## src/rtl/wb_port_arbiter.sv

```systemverilog
// Two-source register-file write-back arbiter (ALU and load data), each source
// buffered by a 2-entry FIFO. Optional macro: WB_PORT_ARBITER_REG0_DISCARD_EN.
module wb_port_fifo #(
  parameter int W = 16,
  parameter int R = 4
) (
  input  logic              clock,
  input  logic              reset,
  input  logic              flush_i,
  input  logic              push_i,
  input  logic              pop_i,
  input  logic [W-1:0]      res_i,
  input  logic [R-1:0]      idx_i,
  output logic              ready_o,
  output logic              nonempty_o,
  output logic [W-1:0]      head_res_o,
  output logic [R-1:0]      head_idx_o,
  output logic [(1<<R)-1:0] mask_o
);

  logic [1:0]   cnt_q,  cnt_d;
  logic [W-1:0] res0_q, res0_d, res1_q, res1_d;
  logic [R-1:0] idx0_q, idx0_d, idx1_q, idx1_d;
  logic [1:0]   base_cnt;

  assign ready_o    = (cnt_q != 2'd2);
  assign nonempty_o = (cnt_q != 2'd0);
  assign head_res_o = res0_q;
  assign head_idx_o = idx0_q;

  // Entry 0 is always the head; a pop shifts entry 1 down and a same-cycle
  // push lands in the slot freed by that shift, which keeps FIFO order.
  always_comb begin
    cnt_d    = cnt_q;
    res0_d   = res0_q;
    res1_d   = res1_q;
    idx0_d   = idx0_q;
    idx1_d   = idx1_q;
    base_cnt = cnt_q - {1'b0, pop_i};
    if (flush_i) begin
      cnt_d = 2'd0;
    end else begin
      if (pop_i) begin
        res0_d = res1_q;
        idx0_d = idx1_q;
      end
      if (push_i) begin
        if (base_cnt == 2'd0) begin
          res0_d = res_i;
          idx0_d = idx_i;
        end else begin
          res1_d = res_i;
          idx1_d = idx_i;
        end
      end
      cnt_d = base_cnt + {1'b0, push_i};
    end
  end

  always_ff @(posedge clock or negedge reset) begin
    if (!reset) begin
      cnt_q  <= 2'd0;
      res0_q <= '0;
      res1_q <= '0;
      idx0_q <= '0;
      idx1_q <= '0;
    end else begin
      cnt_q  <= cnt_d;
      res0_q <= res0_d;
      res1_q <= res1_d;
      idx0_q <= idx0_d;
      idx1_q <= idx1_d;
    end
  end

  always_comb begin
    mask_o = '0;
    if (cnt_q != 2'd0) mask_o[idx0_q] = 1'b1;
    if (cnt_q == 2'd2) mask_o[idx1_q] = 1'b1;
  end

endmodule

// Handshake: a source transfers on a rising edge where x_valid && x_ready;
// x_ready depends only on registered occupancy, never on the same-cycle pop.
module wb_port_arbiter #(
  parameter int IALU_WORD_WIDTH = 16,
  parameter int REG_IDX_WIDTH   = 4
) (
  input  logic                            clock,
  input  logic                            reset,
  input  logic                            in_flush,
  input  logic                            alu_valid,
  output logic                            alu_ready,
  input  logic [IALU_WORD_WIDTH-1:0]      alu_res,
  input  logic [REG_IDX_WIDTH-1:0]        alu_reg_idx,
  input  logic                            mem_valid,
  output logic                            mem_ready,
  input  logic [IALU_WORD_WIDTH-1:0]      mem_res,
  input  logic [REG_IDX_WIDTH-1:0]        mem_reg_idx,
  output logic                            out_act_write_res_to_reg,
  output logic [IALU_WORD_WIDTH-1:0]      out_res,
  output logic [REG_IDX_WIDTH-1:0]        out_res_reg_idx,
  output logic [(1<<REG_IDX_WIDTH)-1:0]   pending_mask,
  output logic                            dbg_last_grant
);

  typedef enum logic {
    SRC_ALU = 1'b0,
    SRC_MEM = 1'b1
  } src_e;

  localparam int NREG = 1 << REG_IDX_WIDTH;

  src_e                       last_grant_q;
  logic                       out_act_q;
  logic [IALU_WORD_WIDTH-1:0] out_res_q;
  logic [REG_IDX_WIDTH-1:0]   out_idx_q;

  logic                       alu_keep, mem_keep;
  logic                       alu_push, mem_push;
  logic                       alu_pop,  mem_pop;
  logic                       alu_ne,   mem_ne;
  logic                       grant_alu, grant_mem;
  logic [IALU_WORD_WIDTH-1:0] alu_head_res, mem_head_res;
  logic [REG_IDX_WIDTH-1:0]   alu_head_idx, mem_head_idx;
  logic [NREG-1:0]            alu_mask, mem_mask;

`ifdef WB_PORT_ARBITER_REG0_DISCARD_EN
  // Writes to register 0 still handshake but are dropped before queueing.
  assign alu_keep = (alu_reg_idx != '0);
  assign mem_keep = (mem_reg_idx != '0);
`else
  assign alu_keep = 1'b1;
  assign mem_keep = 1'b1;
`endif

  assign alu_push = alu_valid && alu_ready && !in_flush && alu_keep;
  assign mem_push = mem_valid && mem_ready && !in_flush && mem_keep;

  // Equal head indices mean a write-after-write hazard; the load is older.
  always_comb begin
    grant_alu = 1'b0;
    grant_mem = 1'b0;
    if (alu_ne && mem_ne) begin
      if (alu_head_idx == mem_head_idx) grant_mem = 1'b1;
      else if (last_grant_q == SRC_ALU) grant_mem = 1'b1;
      else                              grant_alu = 1'b1;
    end else if (mem_ne) begin
      grant_mem = 1'b1;
    end else if (alu_ne) begin
      grant_alu = 1'b1;
    end
  end

  assign alu_pop = grant_alu && !in_flush;
  assign mem_pop = grant_mem && !in_flush;

  wb_port_fifo #(.W(IALU_WORD_WIDTH), .R(REG_IDX_WIDTH)) u_alu_fifo (
    .clock      (clock),
    .reset      (reset),
    .flush_i    (in_flush),
    .push_i     (alu_push),
    .pop_i      (alu_pop),
    .res_i      (alu_res),
    .idx_i      (alu_reg_idx),
    .ready_o    (alu_ready),
    .nonempty_o (alu_ne),
    .head_res_o (alu_head_res),
    .head_idx_o (alu_head_idx),
    .mask_o     (alu_mask)
  );

  wb_port_fifo #(.W(IALU_WORD_WIDTH), .R(REG_IDX_WIDTH)) u_mem_fifo (
    .clock      (clock),
    .reset      (reset),
    .flush_i    (in_flush),
    .push_i     (mem_push),
    .pop_i      (mem_pop),
    .res_i      (mem_res),
    .idx_i      (mem_reg_idx),
    .ready_o    (mem_ready),
    .nonempty_o (mem_ne),
    .head_res_o (mem_head_res),
    .head_idx_o (mem_head_idx),
    .mask_o     (mem_mask)
  );

  always_ff @(posedge clock or negedge reset) begin
    if (!reset) begin
      out_act_q    <= 1'b0;
      out_res_q    <= '0;
      out_idx_q    <= '0;
      last_grant_q <= SRC_ALU;
    end else if (in_flush) begin
      out_act_q <= 1'b0;
    end else if (grant_mem) begin
      out_act_q    <= 1'b1;
      out_res_q    <= mem_head_res;
      out_idx_q    <= mem_head_idx;
      last_grant_q <= SRC_MEM;
    end else if (grant_alu) begin
      out_act_q    <= 1'b1;
      out_res_q    <= alu_head_res;
      out_idx_q    <= alu_head_idx;
      last_grant_q <= SRC_ALU;
    end else begin
      out_act_q <= 1'b0;
    end
  end

  assign out_act_write_res_to_reg = out_act_q;
  assign out_res                  = out_res_q;
  assign out_res_reg_idx          = out_idx_q;
  assign pending_mask             = alu_mask | mem_mask;
  assign dbg_last_grant           = last_grant_q;

endmodule

```

## config.mk

```make
export PLATFORM = sky130hd
export DESIGN_NAME = wb_port_arbiter
export DESIGN_NICKNAME = d
export VERILOG_FILES = /design/src/rtl/wb_port_arbiter.sv
export SDC_FILE = /design/constraint.sdc
export NUM_CORES = 1
export LEC_CHECK = 0
export ABC_AREA = 1
export ABC_CLOCK_PERIOD_IN_PS = 3550
export CORE_MARGIN = 4
export CORE_UTILIZATION = 40
export CTS_BUF_LIST = sky130_fd_sc_hd__clkbuf_16
export CTS_CLUSTER_DIAMETER = 200
export CTS_CLUSTER_SIZE = 30
export DETAILED_ROUTE_END_ITERATION = 10
export GPL_ROUTABILITY_DRIVEN = 0
export SYNTH_ARGS = -nofsm -noshare
export SYNTH_HDL_FRONTEND = slang
export SYNTH_SLANG_ARGS = --single-unit
```

## constraint.sdc

```tcl
create_clock -name clock -period 3.55 [get_ports clock]
set_input_delay 0.71 -clock clock [delete_from_list [all_inputs] [get_ports clock]]
set_output_delay 0.71 -clock clock [all_outputs]
set_load 0.02 [all_outputs]
```

==> metrics.md <==
| Metric | Value |
|---|---|
| Fmax | 299 MHz |
| Clock Skew | 0.0122 ns |
| Psw | 0.00284 W |
| Initial Utilization | 41.5% |
| Worst path arrival time | 2.63 ns |
| Max clock buf depth | 2 |
| RSZ-0062 raised after global routing | no |
| Critical path's most frequent cell | inv_2 |
| Least-Margin Pin Slew | 0.954 ns |
| Dpl cells | 955 |
| Postcts setup bufs | 0 |
| Syn avg cell area | 7.75 um2 |
| Sequential share of power | 37.0% |
| Multi-input gate area | 2360 um2 |
| Final HPWL DP | 11200 um |
| CP Launch Type | flip-flop |
| CP max FO | 13 |
| Warnings, synthesis | 0 |
| Crit path kind | flip-flop to primary output |
| Final hold vios | 0 |
| Die H | 126 um |
| Max VDD drop | 537 uV |
| Drt pass-1 iters | 8 |
| Layout area overhead | 22.0% |
| Critical Path Max Stage Delay | 0.60 ns |
| Clock power share | 16.1% |
| Final wirelength | 15400 um |
| Final ANT Viol Nets | 0 |
| Max Slew Vio Count | 0 |
| Post-synth ARST share | 100% |
| Required time worst endpoint | 2.84 ns |
| Max Cap Violations | 0 |
| PD cells | 933 nW/um2 |
| Largest net degree at the start of global routing | 59 |
| Post-Route Utilization | 50.7% |
| Syn Nets | 770 |
| EDFF count, synth | 0 |
| DRT iter0 DRCs | 465 |
| Die X | 126 um |
| N_diodes | 0 |
| Detailed-route via count | 5067 |
| Commonest non-fill, non-tap cell in the layout | nand2_1 |
| Most frequent cells in the layout | nand2_1, dfrtp_1, nor2_1, inv_1, clkdlybuf4s50_1 |
| Synthesized netlist cell count | 721 |
| Worst hold slack | 0.424 ns |
| Core area | 13500 um2 |
| CP top delay family | simple AND/OR/NAND/NOR gates |
| Comb pwr share | 46.9% |
| Fillers | 1355 |
| Clock root cell | clkbuf_16 |
| Tot GR Track Use | 19.6% |
| Hold Crit Class | input pin to asynchronous set/reset pin |
| Sw Ratio | 44.7% |
| Post-Syn Area | 5590 um2 |
| # H-tree levels | 3 |
| Worst rel slew slack | 36.4% |
| Initial antenna violation count | 0 |
| Critical-path cell list | inv_2 > nor2_2 > inv_2 > nor3_1 > nand2_1 > nand4_1 > clkdlybuf4s50_1 |
| Worst-Skew Late Latency | 0.35 ns |
| Setup tns final | 0 ns |
| Post-synthesis cell type count | 28 |
| CTS tree | yes |
| Critical-path top delay cell | clkdlybuf4s50_1 |
| Top FF cell, synth | dfrtp_1 |
| Outcome | finished, final reports clean |
| Port Buf Inserts | 84 |
| Final #Nets | 839 |
| Num CTS Buffers | 9 |
| Final worst-path cycle share | 94.1% |
| Non-filler cells, final | 971 |
| Reg area | 2650 um2 |
| Share of layout cells above drive strength 1 | 7.80% |
| First-pass GRT wire length | 25500 um |
| Final Setup Violations | 0 |
| Leakage | 3.26 nW |
| DRC viols | 0 |
| Gates resized, CTS repair | 0 |
| Total gr overflow | 0 |
| # rows | 42 |
| #FFs+latches synth | 106 |
| Ports | 85 |
| Vias in the first global route | 5014 |
| Reg clk slew, reported paths | 0.07 ns |
| Via density per instance | 5.22 |
| Seq/Total Area, Yosys | 47.5% |
| Die Area | 15900 um2 |
| Final Power | 0.00636 W |
| Wire per inst | 15.8 um |
| Hold buffer count at CTS | 0 |
| Fin crit period | 3.34 ns |
| Clock sinks | 106 |
| CP endpoint kind | primary output |
| Pint | 0.00352 W |
| CP Buf/Inv Count | 3 |
-- worst register-to-register path: stages (launching register included) --
cell	delay, ns
dfrtp_1	0.43
nor2_1	0.30
inv_2	0.20
buf_4	0.27
o21ai_2	0.79
inv_2	0.33
o21ai_1	0.18
o21ai_1	0.08
-- power by group through the flow --
stage	Combinational [W]	Clock (W)	Sequential, W
6_report	0.00298	0.00102	0.00235
3_3_place_gp	0.00290	0	0.00236
2_1_floorplan	0.00203	0	0.00230
5_1_grt	0.00339	0.00109	0.00242
3_5_place_dp	0.00299	0	0.00237
4_1_cts	0.00300	0.00104	0.00235
-- worst paths after layout --
check / to / slack [ns] / startpoint / cells after the start
max: pending_mask[15] / 0.21 / u_alu_fifo.cnt_q[1] / 7
min: u_mem_fifo.res1_q[5] / 0.42 / reset / 1
max reg2reg: out_res[2] / 0.87 / u_mem_fifo.cnt_q[1] / 7
min reg2reg: u_mem_fifo.res1_q[10] / 0.49 / u_mem_fifo.res1_q[10] / 2
min in group clock: u_mem_fifo.res1_q[10] / 0.49 / u_mem_fifo.res1_q[10] / 2
max in group asynchronous: u_mem_fifo.head_idx_o[2] / 2.25 / reset / 2
-- cell usage after synthesis, types with 2 or more instances --
cell | instances | share of area (%)
ha_1 | 4 | 0.90
buf_2 | 17 | 1.5
buf_6 | 6 | 1.2
nand2_2 | 3 | 0.34
buf_4 | 3 | 0.40
nor3_1 | 6 | 0.54
xnor2_1 | 2 | 0.31
nand3_4 | 2 | 0.63
nand3_1 | 62 | 5.6
inv_1 | 84 | 5.6
o21ai_0 | 17 | 1.5
a31oi_1 | 20 | 2.2
a21oi_1 | 31 | 2.8
nor2_2 | 5 | 0.56
nand4_1 | 36 | 4.0
inv_2 | 10 | 0.67
mux2_2 | 10 | 2.0
nor2_1 | 98 | 6.6
dfrtp_1 | 106 | 47
xor2_1 | 2 | 0.31
nand2_1 | 133 | 8.9
clkbuf_1 | 10 | 0.67
o21ai_1 | 49 | 4.4
-- per-layer routing --
layer  vias up  track usage, %  wire (um)
met4         0            8.20        478
met3        32            3.13        762
li1       2494               -          -
met2       148            32.6       7310
met5         -               0          0
met1      2393            25.6       6820
-- stage by stage --
| stage | cell area, um2 | setup WS, ns |
|---|---|---|
| 3_3_place_gp | 6510 | 0.604 |
| 5_1_grt | 6820 | 0.0952 |
| 4_1_cts | 6820 | 0.225 |
| 2_1_floorplan | 5590 | 1.35 |
| 3_5_place_dp | 6510 | 0.601 |
| 6_report | 6820 | 0.209 |
-- kinds of logic after synthesis --
family / synth area share [%]
compound gates: 11.1
xor+xnor: 0.627
fa+ha+maj: 0.896
buf+inv: 10.3
flops: 47.5
mux: 2.02
simple gates: 27.6
-- final cells by class --
cell class                 instances  share of cell area [%]
sequential                       106                    38.9
timing repair buffer              95                    13.5
clock inverter                     7                    1.12
clock buffer                       9                    3.30
inverter                          95                    5.27
multi-input combinational        483                    34.6
tap                              176                    3.23
Power figures use the tool's default switching activity.
